**src/rtl/sr_sipo_rx_if.sv**
```systemverilog
`default_nettype none
// ============================================================================
//  Module   : sr_sipo_rx_if
//  Brief    : Serial input, frame sync and word-output handshake bundle
//             for the sr_sipo_rx deserializer.
//  Revision : 1.0 - initial release
// ============================================================================
interface sr_sipo_rx_if #(
    parameter int WIDTH = 8
);
    localparam int c_cnt_w = $clog2(WIDTH);

    logic               sin;
    logic               sin_en;
    logic               sync;
    logic [WIDTH-1:0]   dout;
    logic               dout_valid;
    logic               dout_ready;
    logic [c_cnt_w-1:0] bit_cnt;
    logic               overrun;
    logic               overrun_clr;

    // master: the link/consumer side driving bits and taking words
    modport master (
        output sin, sin_en, sync, dout_ready, overrun_clr,
        input  dout, dout_valid, bit_cnt, overrun
    );

    // slave: the receiver itself
    modport slave (
        input  sin, sin_en, sync, dout_ready, overrun_clr,
        output dout, dout_valid, bit_cnt, overrun
    );
endinterface
`default_nettype wire

```
**src/rtl/sr_sipo_rx.sv**
```systemverilog
`default_nettype none
// ============================================================================
//  Module   : sr_sipo_rx
//  Brief    : Serial-in/parallel-out receiver with bit counter, frame sync,
//             one-entry valid/ready output buffer and sticky overrun flag.
//  Revision : 1.0 - initial release
// ============================================================================
module sr_sipo_rx #(
    parameter int WIDTH     = 8,
    parameter int LSB_FIRST = 1
) (
    input  wire          clk,
    input  wire          reset,
    sr_sipo_rx_if.slave  bus
);
    localparam int                 c_cnt_w = $clog2(WIDTH);
    localparam logic [c_cnt_w-1:0] c_last  = c_cnt_w'(WIDTH - 1);

    logic [WIDTH-1:0]   r_sh;
    logic [c_cnt_w-1:0] r_bit_cnt;
    logic [WIDTH-1:0]   r_dout;
    logic               r_dout_valid;
    logic               r_overrun;

    logic [WIDTH-1:0]   w_sh_base;
    logic [WIDTH-1:0]   w_sh_shifted;
    logic [WIDTH-1:0]   w_sh_next;
    logic [c_cnt_w-1:0] w_cnt_next;
    logic               w_complete;
    logic               w_pop;
    logic               w_drop;

    // Sync clears the partial word before any bit sampled in the same cycle
    assign w_sh_base = bus.sync ? '0 : r_sh;

    generate
        if (LSB_FIRST != 0) begin : g_lsb_first
            assign w_sh_shifted = (w_sh_base >> 1) | (WIDTH'(bus.sin) << (WIDTH - 1));
        end else begin : g_msb_first
            assign w_sh_shifted = (w_sh_base << 1) | WIDTH'(bus.sin);
        end
    endgenerate

    assign w_complete = bus.sin_en && !bus.sync && (r_bit_cnt == c_last);
    assign w_pop      = r_dout_valid && bus.dout_ready;
    assign w_drop     = w_complete && r_dout_valid && !bus.dout_ready;

    always_comb begin
        w_sh_next  = r_sh;
        w_cnt_next = r_bit_cnt;
        if (bus.sync) begin
            w_sh_next  = bus.sin_en ? w_sh_shifted : '0;
            w_cnt_next = bus.sin_en ? c_cnt_w'(1) : '0;
        end else if (bus.sin_en) begin
            w_sh_next  = w_sh_shifted;
            w_cnt_next = w_complete ? '0 : r_bit_cnt + 1'b1;
        end
    end

    always_ff @(posedge clk) begin
        if (reset) begin
            r_sh         <= '0;
            r_bit_cnt    <= '0;
            r_dout       <= '0;
            r_dout_valid <= 1'b0;
            r_overrun    <= 1'b0;
        end else begin
            r_sh      <= w_sh_next;
            r_bit_cnt <= w_cnt_next;

            // A word lands when the buffer is empty or is emptied this cycle
            if (w_complete && (!r_dout_valid || bus.dout_ready)) begin
                r_dout       <= w_sh_shifted;
                r_dout_valid <= 1'b1;
            end else if (w_pop) begin
                r_dout_valid <= 1'b0;
            end

            if (w_drop) begin
                r_overrun <= 1'b1;
            end else if (bus.overrun_clr) begin
                r_overrun <= 1'b0;
            end
        end
    end

    assign bus.dout       = r_dout;
    assign bus.dout_valid = r_dout_valid;
    assign bus.bit_cnt    = r_bit_cnt;
    assign bus.overrun    = r_overrun;
endmodule
`default_nettype wire

```
**src/flat_wrapper.sv**
```systemverilog
// flat-port wrapper written by rule: the top's interface ports become plain ports
module sr_sipo_rx_flat 
#(
    parameter int WIDTH     = 8,
    parameter int LSB_FIRST = 1
)
  (clk, reset, bus_sin, bus_sin_en, bus_sync, bus_dout_ready, bus_overrun_clr, bus_dout, bus_dout_valid, bus_bit_cnt, bus_overrun);
  sr_sipo_rx_if #(.WIDTH(WIDTH)) bus_i ();
  input  wire clk;
  input  wire reset;
  input wire logic [$bits(bus_i.sin)-1:0] bus_sin;
  input wire logic [$bits(bus_i.sin_en)-1:0] bus_sin_en;
  input wire logic [$bits(bus_i.sync)-1:0] bus_sync;
  input wire logic [$bits(bus_i.dout_ready)-1:0] bus_dout_ready;
  input wire logic [$bits(bus_i.overrun_clr)-1:0] bus_overrun_clr;
  output wire logic [$bits(bus_i.dout)-1:0] bus_dout;
  output wire logic [$bits(bus_i.dout_valid)-1:0] bus_dout_valid;
  output wire logic [$bits(bus_i.bit_cnt)-1:0] bus_bit_cnt;
  output wire logic [$bits(bus_i.overrun)-1:0] bus_overrun;
  assign bus_i.sin = bus_sin;
  assign bus_i.sin_en = bus_sin_en;
  assign bus_i.sync = bus_sync;
  assign bus_i.dout_ready = bus_dout_ready;
  assign bus_i.overrun_clr = bus_overrun_clr;
  assign bus_dout = bus_i.dout;
  assign bus_dout_valid = bus_i.dout_valid;
  assign bus_bit_cnt = bus_i.bit_cnt;
  assign bus_overrun = bus_i.overrun;
  sr_sipo_rx #(.WIDTH(WIDTH), .LSB_FIRST(LSB_FIRST)) u_core (.clk(clk), .reset(reset), .bus(bus_i));
endmodule
```
**config.mk**
```make
export PLATFORM = sky130hd
export DESIGN_NAME = sr_sipo_rx_flat
export DESIGN_NICKNAME = d
export VERILOG_FILES = /design/src/rtl/sr_sipo_rx_if.sv /design/src/rtl/sr_sipo_rx.sv /design/src/flat_wrapper.sv
export SDC_FILE = /design/constraint.sdc
export NUM_CORES = 1
export LEC_CHECK = 0
export CORE_MARGIN = 3
export CORE_UTILIZATION = 30
export DETAILED_ROUTE_END_ITERATION = 10
export DONT_BUFFER_PORTS = 1
export GPL_ROUTABILITY_DRIVEN = 0
export PLACE_DENSITY = 0.41
export SLEW_MARGIN = 20
export SYNTH_ARGS = -nofsm -noshare
export SYNTH_HDL_FRONTEND = slang
export SYNTH_SLANG_ARGS = --single-unit
```
**constraint.sdc**
```tcl
create_clock -name clk -period 3.95 [get_ports clk]
set_input_delay 0.395 -clock clk [delete_from_list [all_inputs] [get_ports clk]]
set_output_delay 0.395 -clock clk [all_outputs]
set_load 0.01 [all_outputs]
```
==> metrics.txt <==
Worst setup EP type=register; Final WS setup=2377 ps; Slowest cell on crit path=dfxtp_1; Power, Total=roughly 0.00033 W; Post-CTS Resized=0; final worst path period share=39.83%; Sink Count=20; Die ar.=approximately 0.0034 mm2; Most used DFF post-synth=dfxtp_1; Routed wire per std cell=around 14 um; initial drt markers=10; main area contributors after synthesis=dfxtp_1, a21oi_1, nand4b_1; CTS buffer count=3; most frequent cell after synthesis=dfxtp_1; Pre-antenna DRT Iters=4; H-tree depth=1; Hold Buf Count CTS=0; Pwr Density=approximately 390 mW/mm2; vias in the first global route=around 550; Synth top cells by count=dfxtp_1, a21oi_1, nor2_1, o21ai_0, nand4b_1; worst slack at placement=roughly 2400 ps; Final Cell Area=857.1 um2; RSZ-0062 raised after global routing=false; core area=~0.0025 mm2; DRC=0; slowest cell delay on critical path=between 400 and 500 ps; Crit path arrival time=approximately 1800 ps; final hold vios=0; Critical Path Most Common Cell=ha_1; syn avg cell area=between 9 and 10 um2; first-pass GRT wire length=~2.7 mm; syn_nets=between 90 and 100; routed vias/inst=between 5 and 6; largest net degree at the start of global routing=16; DP HPWL=between 1 and 1.5 mm; Final Max Slew Viols=0; io pins=20; Die Ht=between 50 and 60 um; Layout Skew=~0.47 ps; Std-Cell Rows=18; Max VDD drop=about 0.22 mV; Area Growth Syn to Fin=5.223%; Util after Layout=33.98%; relative slew slack=66.80%; DR vias=about 590; Setup Crit Path Kind=register to register; MaxCap Viol Count=0; max frequency=around 0.64 GHz; Clock Latency Late Sink=290 ps; post-synth top area share=around half; Post-Syn Instances=~90; total negative slack=0 ps; Post-Route WL=between 1.5 and 2 mm; worst path required time=about 4200 ps; worst-path cell chain=ha_1 -> ha_1 -> and3b_1 -> nand4b_1 -> a21oi_1; maximum fanout along the worst path=9; number of synthesized flops with an enable pin=0; Fillers=approximately 280; Min-Delay Path Class=primary input to register; Area after DPL=just over 800 um2; Post-synth ARST share=0%; Initial Util=32.29%; global route overflow=0; Syn. warnings=0; worst-case clock buffer depth=2; Slew @ Worst Pin=between 400 and 500 ps; status=complete, no violations; Setup-failing EPs final=0; CTS root buffer=clkbuf_4; Post-CTS Setup Inserts=0; NumNets Final=96; port bufs=0; layout cells sized above 1=roughly 5.8%; initial antenna violation count=0; CTS tree=done; DRT antenna net count=0; Netlist cell types=18; Startpoint Class=register; sequential share of the synthesized area=49.16%; clock transition at the registers of the reported paths=roughly 110 ps; area leader, netlist=dfxtp_1; Synth Cell Area=~810 um2; DIE WIDTH=slightly below 60 um; Pleak=between 0.3 and 0.4 nW; Total GRT Usage=between 10% and 20%; synthesized flop and latch total=20; Period minus WS final=between 1500 and 2000 ps; Antenna diodes=0
==> stage by stage <==
stage          hold WS [ps]  std cells
2_1_floorplan         460.7         88
4_1_cts               134.0        116
3_3_place_gp          466.4        112
5_1_grt               116.3        116
3_5_place_dp          467.9        112
6_report              149.9        116
==> metal layers <==
layer	part of all wire (%)	wire length, um	GRT usage (%)
met1	48	757	13.38
met2	45	704	15.81
met3	6.6	105	5.791
met4	0.88	14	2.980
met5	0	0	0
==> placed cells by master, fill, tap and decap left out <==
cell type / instances
clkbuf_4: 3
mux2i_1: 6
nand2b_1: 1
clkbuf_8: 1
nor2_1: 12
nand3b_1: 1
nand3_1: 1
a21oi_1: 14
nand2_1: 1
dfxtp_1: 20
nor3b_1: 1
nor2b_1: 5
nand4b_1: 7
or2_2: 1
o21ai_0: 9
and3b_1: 1
ha_1: 2
==> state kept, by name, indices dropped and copies added, names as in the netlist <==
register,flops
u_core.bus.overrun,1
u_core.bus.dout,8
u_core.r_sh,7
u_core.bus.bit_cnt,3
u_core.bus.dout_valid,1
==> report_power, final <==
group	leakage, nW	internal (W)	total, W	switching [W]
Combinational	0.121	0.00000541	0.00000829	0.00000289
Sequential	0.162	0.000203	0.000205	0.00000200
Clock	0.0210	0.0000562	0.000117	0.0000606
==> cells by family (layout without fill, tap and decap cells) <==
kind of cell | Yosys count | in the layout | share of synthesized area (%)
adders and majority gates | 2 | 2 | 3.072
buffers and inverters | 6 | 4 | 3.839
DFF | 20 | 20 | 49.15
AOI/OAI and AO/OA | 23 | 23 | 14.13
muxes | 6 | 6 | 7.374
and+or+nand+nor | 31 | 31 | 22.43
==> final timing paths <==
check	from	to	slack [ps]	cells after the start
worst max-delay path	u_core.bus.bit_cnt[0]$_SDFFE_PP0P_	u_core.bus.dout[3]$_SDFFE_PP0P_	2380	5
worst min-delay path	reset	u_core.bus.dout[1]$_SDFFE_PP0P_	150	1
worst max register to register	u_core.bus.bit_cnt[0]$_SDFFE_PP0P_	u_core.bus.dout[3]$_SDFFE_PP0P_	2380	5
worst min register to register	u_core.r_sh[1]$_SDFFE_PP0P_	u_core.bus.dout[0]$_SDFFE_PP0P_	500	2
==> final cells by class <==
cell class / count / area [um2] / area share [%]
clock buffer: 4 / 36.28 / 4.234
multi-input combinational: 62 / 382.9 / 44.67
sequential: 20 / 400.4 / 46.72
tap: 30 / 37.54 / 4.380
==> worst max-delay path: cells and delay by family (launching register included) <==
family	cells	cell delay (ps)
flops	1	440
compound gates	1	160
simple gates	2	530
fa+ha+maj	2	380
Power figures use the tool's default switching activity.
